<file path="config.mk">
export PLATFORM = sky130hd
export DESIGN_NAME = mac_seq
export DESIGN_NICKNAME = d
export VERILOG_FILES = /design/src/rtl/mac_seq_pkg.sv /design/src/rtl/mac_seq.sv
export SDC_FILE = /design/constraint.sdc
export NUM_CORES = 1
export LEC_CHECK = 0
export CAP_MARGIN = 10
export CELL_PAD_IN_SITES_DETAIL_PLACEMENT = 2
export CELL_PAD_IN_SITES_GLOBAL_PLACEMENT = 2
export CORE_MARGIN = 10
export CORE_UTILIZATION = 31
export DETAILED_ROUTE_END_ITERATION = 8
export PLACE_DENSITY_LB_ADDON = 0.25
export SYNTH_ARGS = -nofsm -noshare
export SYNTH_HDL_FRONTEND = slang
export SYNTH_SLANG_ARGS = --single-unit
</file>
<file path="constraint.sdc">
create_clock -name clk -period 5 [get_ports clk]
set_clock_uncertainty 0.1 [all_clocks]
set_input_delay 0.75 -clock clk [delete_from_list [all_inputs] [get_ports clk]]
set_output_delay 0.75 -clock clk [all_outputs]
set_load 0.02 [all_outputs]
</file>
<file path="src/rtl/mac_seq_pkg.sv">
// rtl/mac_seq_pkg.sv - shared state encoding and RAM latency for the dot-product sequencer
package mac_seq_pkg;

    typedef enum logic [2:0] {
        ST_IDLE  = 3'd0,
        ST_CLR   = 3'd1,
        ST_RUN   = 3'd2,
        ST_DRAIN = 3'd3,
        ST_CAP   = 3'd4,
        ST_DONE  = 3'd5
    } seq_state_e;

    // Operand RAM data arrives this many cycles after its address.
    localparam int RAM_RD_LAT = 1;

endpackage

</file>
<file path="src/rtl/mac_seq.sv">
// rtl/mac_seq.sv - sequencer driving one mac through a programmable-length dot product
module mac_seq
    import mac_seq_pkg::*;
#(
    parameter int WIDTH  = 24,
    parameter int LEN_W  = 8,
    parameter int ADDR_W = 10
) (
    input  logic              clk,
    input  logic              rst,
    input  logic              i_start,
    input  logic [ADDR_W-1:0] i_base,
    input  logic [LEN_W-1:0]  i_len,
    input  logic              i_abort,
    output logic              o_ready,
    output logic              o_mac_clr,
    output logic              o_rd_en,
    output logic [ADDR_W-1:0] o_addr,
    output logic              o_acc,
    input  logic [WIDTH-1:0]  i_mac,
    output logic [WIDTH-1:0]  o_result,
    output logic              o_valid,
    input  logic              i_out_ready
);

    seq_state_e        state_q, state_d;
    logic [ADDR_W-1:0] base_q, base_d;
    logic [LEN_W-1:0]  len_q, len_d;
    logic [LEN_W-1:0]  k_q, k_d;
    logic              mac_clr_q, mac_clr_d;
    logic              rd_en_q, rd_en_d;
    logic              acc_q, acc_d;
    logic              valid_q, valid_d;
    logic [ADDR_W-1:0] addr_q, addr_d;
    logic [WIDTH-1:0]  result_q, result_d;
    logic              last_k;

    assign last_k = (k_q == len_q - LEN_W'(1));

    // Next state, job parameters and the product index k.
    always_comb begin
        state_d = state_q;
        base_d  = base_q;
        len_d   = len_q;
        k_d     = k_q;
        case (state_q)
            ST_IDLE: begin
                if (i_start && !i_abort) begin
                    base_d  = i_base;
                    len_d   = i_len;
                    k_d     = '0;
                    state_d = ST_CLR;
                end
            end
            ST_CLR:   state_d = (len_q == '0) ? ST_CAP : ST_RUN;
            ST_RUN: begin
                if (last_k) begin
                    state_d = ST_DRAIN;
                end else begin
                    k_d = k_q + LEN_W'(1);
                end
            end
            ST_DRAIN: state_d = ST_CAP;
            ST_CAP:   state_d = ST_DONE;
            ST_DONE: begin
                if (i_out_ready) begin
                    state_d = ST_IDLE;
                end
            end
            default:  state_d = ST_IDLE;
        endcase
        // Abort overrides everything outside IDLE; the next CLR cleans the mac.
        if (i_abort && (state_q != ST_IDLE)) begin
            state_d = ST_IDLE;
            k_d     = k_q;
        end
    end

    // Registered outputs are decoded from the next state so they line up with it.
    always_comb begin
        mac_clr_d = (state_d == ST_CLR);
        rd_en_d   = (state_d == ST_RUN);
        // acc trails rd_en by the RAM latency, but drops at once on abort.
        acc_d     = rd_en_q && (state_d != ST_IDLE);
        valid_d   = (state_d == ST_DONE);
        addr_d    = rd_en_d ? (base_d + ADDR_W'(k_d)) : addr_q;
        result_d  = ((state_q == ST_CAP) && !i_abort) ? i_mac : result_q;
    end

    // State and output registers; the mac is held cleared while in reset.
    always_ff @(posedge clk or negedge rst) begin
        if (!rst) begin
            state_q   <= ST_IDLE;
            base_q    <= '0;
            len_q     <= '0;
            k_q       <= '0;
            mac_clr_q <= 1'b1;
            rd_en_q   <= 1'b0;
            acc_q     <= 1'b0;
            valid_q   <= 1'b0;
            addr_q    <= '0;
            result_q  <= '0;
        end else begin
            state_q   <= state_d;
            base_q    <= base_d;
            len_q     <= len_d;
            k_q       <= k_d;
            mac_clr_q <= mac_clr_d;
            rd_en_q   <= rd_en_d;
            acc_q     <= acc_d;
            valid_q   <= valid_d;
            addr_q    <= addr_d;
            result_q  <= result_d;
        end
    end

    assign o_ready   = (state_q == ST_IDLE);
    assign o_mac_clr = mac_clr_q;
    assign o_rd_en   = rd_en_q;
    assign o_addr    = addr_q;
    assign o_acc     = acc_q;
    assign o_valid   = valid_q;
    assign o_result  = result_q;

endmodule

</file>
# After elaboration in Yosys (flattened, before gate mapping)
# Cells that the tools add are included.
[totals]
output_inout_bits = 39
inputBits = 47
elab_cells = 44
reg_bits = 67
[classes]
n_eq_ne = 9
muxes = 12
n_addsub = 3
reduce_logical = 10
[op_table]
columns = ["operator", "n"]
rows = [
  ["$mux 8", 3],
  ["$mux 10", 2],
  ["$pmux 3 s6", 1],
  ["$pmux 8 s2", 1],
  ["$mux 3", 5],
  ["$add 10x8->10", 1],
  ["$eq 3x2->1 const B", 3],
  ["$eq 3x3->1 const B", 3],
  ["$add 8x1->8 const B", 1],
  ["$eq 8x8->1", 1],
  ["$logic_not 8->1", 1],
  ["$sub 8x1->8 const B", 1],
  ["$eq 3x1->1 const B", 2],
  ["$reduce_bool 3->1", 2],
  ["$logic_and 1x1->1", 4],
  ["$logic_not 3->1", 1],
  ["$reduce_and 2->1", 1],
  ["$logic_not 1->1", 1],
]

# Longest topological paths before layout
[logic_depth]
depth_word = 7
depth_mapped = 18
ltp_nobuf = 17

# Least setup slack after synthesis
# OpenSTA, ideal clock, no wires.
[synth_path]
path_kind = "register -> register"
start = "register len_q[0]"
end = "register addr_q[8] (netlist: o_addr[8])"
setup_slack_ns = 1.302
path_stages_with_launch = 19
period_less_slack_ns = 3.698
path_buffers = 1
required_ns = 4.775
arrival_time_ns = 3.473
cell_sequence = "dfrtp_1 > inv_1 > ha_1 > nor3b_2 > xnor2_1 > nor4_1 > and4_4 > buf_4 > nor2_1 > mux2_2 > ha_1 > inv_1 > fa_1 > nor2b_1 > o31a_1 > o31ai_1 > a21oi_1 > xnor2_1 > mux2_4"
[synth_via]
elab_chain_len = 6
word_cells_on_any_way = 12
[synth_lines]
columns = ["element", "line_no", "rtl"]
rows = [
  ["from (decl)", "mac_seq.sv:28", "logic [LEN_W-1:0] len_q, len_d;"],
  ["from (signal assigned)", "mac_seq.sv:106", "len_q <= len_d;"],
  ["$sub 8x1->8", "mac_seq.sv:38", "assign last_k = (k_q == len_q - LEN_W'(1));"],
  ["$eq 8x8->1", "mac_seq.sv:38", ""],
  ["$mux 8", "mac_seq.sv:57", "if (last_k) begin"],
  ["$pmux 8 s2", "mac_seq.sv:46", "case (state_q)"],
  ["$mux 8", "mac_seq.sv:73", "if (i_abort && (state_q != ST_IDLE)) begin"],
  ["net k_d[0]", "mac_seq.sv:29", "logic [LEN_W-1:0] k_q, k_d;"],
  ["$add 10x8->10", "mac_seq.sv:86", "addr_d = rd_en_d ? (base_d + ADDR_W'(k_d)) : addr_q;"],
  ["to (signal assigned)", "mac_seq.sv:112", "addr_q <= addr_d;"],
  ["to (decl)", "mac_seq.sv:34", "logic [ADDR_W-1:0] addr_q, addr_d;"],
]
# The timed path passes the listed nets, and every way through them passes these cells.
# A chain may end at the register's enable or synchronous reset.

# Worst setup path after layout
# Same ends and word-level chain as after synthesis.

==> flow_metrics.tcl <==
set metrics [dict create \
    status "complete, no violations" \
    tritoncts "built" \
    path_max_fanout 12 \
    postCtsSetupRepairBufs 0 \
    syn_avg_cell_area_sq_um 11.06 \
    drt-total-wl_um 9297 \
    layout_min_cycle_time_ns 4.101 \
    instances_no_fill 532 \
    tns_ns 0 \
    via_per_inst 4.816 \
    fp-row-count 37 \
    synthTopCellsByArea "dfrtp_1, mux2_2, nand2_1" \
    cts_made_buffers 9 \
    dp.cells 516 \
    vdd_drop_max_uv 176.0 \
    drive_gt1_frac 0.1641 \
    synth-seq-cells 67 \
    routedWlPerCell_um 17.48 \
    synthXorXnorAreaFrac 0.04196 \
    power_density_nw_per_um2 486.6 \
    path_class "flip-flop to flip-flop" \
    ys_async_sr_fraction 1.000 \
    rsz0062_at_grt "no" \
    p_leak_nw 1.959 \
    area_delta_synth_final_pct 35.71 \
    drt_iter0_drc 78 \
    multi_input_area_sq_um 1573 \
    antenna_left 0 \
    antenna_found_initial 0 \
    slew_violations 0 \
    endpoint_kind "flip-flop" \
    layout_setup_ws_ns 0.8994 \
    synth_enable_flop_cells 0 \
    synthAdderAreaFrac 0.04721 \
    syn_inst 302 \
    power_frac_comb 0.417 \
    maxCapViolCount 0 \
    worstMarginPinSlew_ns 0.7735 \
    netSwitchingPower_mw 0.7728 \
    dr.pass1.iters 4 \
    syn-num-nets 361 \
    dp_hpwl_um 7000 \
    gp_congestion 0.7443 \
    synth-simple-area-share 0.1517 \
    grtUsageTotal 0.1222 \
    cts.path.max_buffers 2 \
    die_w_um 123.8 \
    diodes 0 \
    final_common_cell "clkdlybuf4s50_1" \
    yosys.cell_types.count 51 \
    ioPinCount 86 \
    vias 2562 \
    seq_area_sq_um 1678 \
    insertion_delay_ns 0.35 \
    synth_ff_type "dfrtp_1" \
    final_nets 450 \
    grt_pass1_wl_um 14810 \
    layout_common_cells "clkdlybuf4s50_1, dfrtp_1, nand2_1" \
    arrival_ns 4.25 \
    ff2ff_path_depth 17 \
    seq_power_share 0.379 \
    grt_pass1_vias 2867 \
    start_util 0.3206 \
    final.period_utilization 0.8201 \
    p_clk_frac 0.205 \
    slew_headroom 0.4843 \
    dieHeight_um 123.8 \
    synth_top_area_share 0.4946 \
    synth_top_family_by_area "multiplexers" \
    yosysWarnings 0 \
    grt_max_degree 36 \
    n_fill_cell 1112 \
    setup-violations-final 0 \
    yosysTopAreaCell "dfrtp_1" \
    fmax_mhz 243.9 \
    min_path_type "input pin to async pin" \
    sw_frac_of_total 0.3505 \
    io_buffers 85 \
    synth_compound_area_frac 0.07493 \
    cp.required_ns 5.15 \
    pre_cts_slack_ns 0.7233 \
    cts_max_level 3 \
    design.core.area_sq_um 10420 \
    overflow 0 \
    synth-seq-area-share 0.5024 \
    die-area_sq_um 15320 \
    cts_root_buf "clkbuf_8" \
    synthMuxAreaShare 0.1525 \
    intPower_mw 1.432 \
    cts_resized 0 \
    clock_sinks 67 \
    p_total_mw 2.205 \
    drc 0 \
    path_clk_slew_ns 0.09 \
    synth_area_sq_um 3339 \
    holdBufCountCts 0 \
    hold_viol 0 \
    holdWs_ns 0.3724 \
    crit_path_start_kind "flip-flop" \
]
power by group through the flow:
stage	Sequential [mW]	Clock [mW]	Combinational [mW]
after detailed placement	0.850	0	0.935
after global routing	0.861	0.497	0.996
after floorplan	0.985	0	0.359
after global placement	0.836	0	0.911
after CTS	0.840	0.473	0.944
final	0.836	0.451	0.919
layout make-up:
cell class                      instances  share of cell area
Clock buffer                           10             0.02816
Clock inverter                          6             0.01463
Inverter                               11            0.009111
Multi-Input combinational cell        213              0.3470
Sequential cell                        67              0.3702
Tap cell                              136             0.03755
Timing Repair Buffer                   89              0.1933
Yosys cell counts, drive strengths merged, types with 2 or more instances:
cell type and n:
a21oi 5, nor3 6, a31oi 3, clkbuf 5, or2 2, mux2 34
a211oi 4, xnor2 15, dfrtp 66, buf 6, nor2 18, o21a 3
nor4 4, ha 11, a21boi 3, o31ai 3, nor3b 2, mux2i 10
nand2 60, o21ai 8, nor2b 3, nand3 2, inv 11
through the flow:
stage                       util  instance area (sq um)
after floorplan                -                   3339
after global placement    0.4165                   4338
after detailed placement  0.4165                   4338
after CTS                 0.4351                   4532
after global routing      0.4351                   4532
final                     0.4351                   4532
logic make-up (layout without fill, tap and decap cells):
group                    after synthesis  count (layout)
AO/OA/AOI/OAI                         36              36
XOR/XNOR                              16              16
adder cells (fa/ha/maj)               12              12
buffers and inverters                 22             116
flip-flops                            67              67
multiplexers                          44              44
AND/OR/NAND/NOR                      105             105
worst max-delay path: stages (launching register included):
cell	delay, ns
dfrtp_1	0.45
inv_1	0.10
ha_1	0.27
nor3b_2	0.19
xnor2_1	0.13
nor4_1	0.32
and4_4	0.39
nor2_1	0.10
mux2_2	0.29
ha_1	0.22
inv_1	0.08
fa_1	0.20
nor2b_1	0.07
o31a_1	0.27
o31ai_1	0.28
a21oi_1	0.14
xnor2_1	0.14
mux2_4	0.26
registers in the layout, indices dropped and copies added, names as in the netlist:
register	count
len_q	8
k_q	8
o_valid	1
base_q	10
o_acc	1
o_addr	10
o_mac_clr	1
o_rd_en	1
o_result	24
state_q	3
routing by layer:
layer	vias up	track usage	wire [um]
met5	-	0	0
met4	0	0.04585	123
met3	10	0.03394	690
met2	72	0.2007	4272
met1	1270	0.1495	4210
li1	1210	-	-
worst paths after layout:
path / startpoint / to / slack (ns)
max in group asynchronous: rst / state_q[1] / 3.46
setup reg to reg: len_q[0] / o_addr[8] / 0.90
hold reg to reg: base_q[4] / base_q[4] / 0.40
setup / recovery: len_q[0] / o_addr[8] / 0.90
hold / removal: rst / o_result[3] / 0.37
min in group clk: base_q[4] / base_q[4] / 0.40
Power figures use the tool's default switching activity.
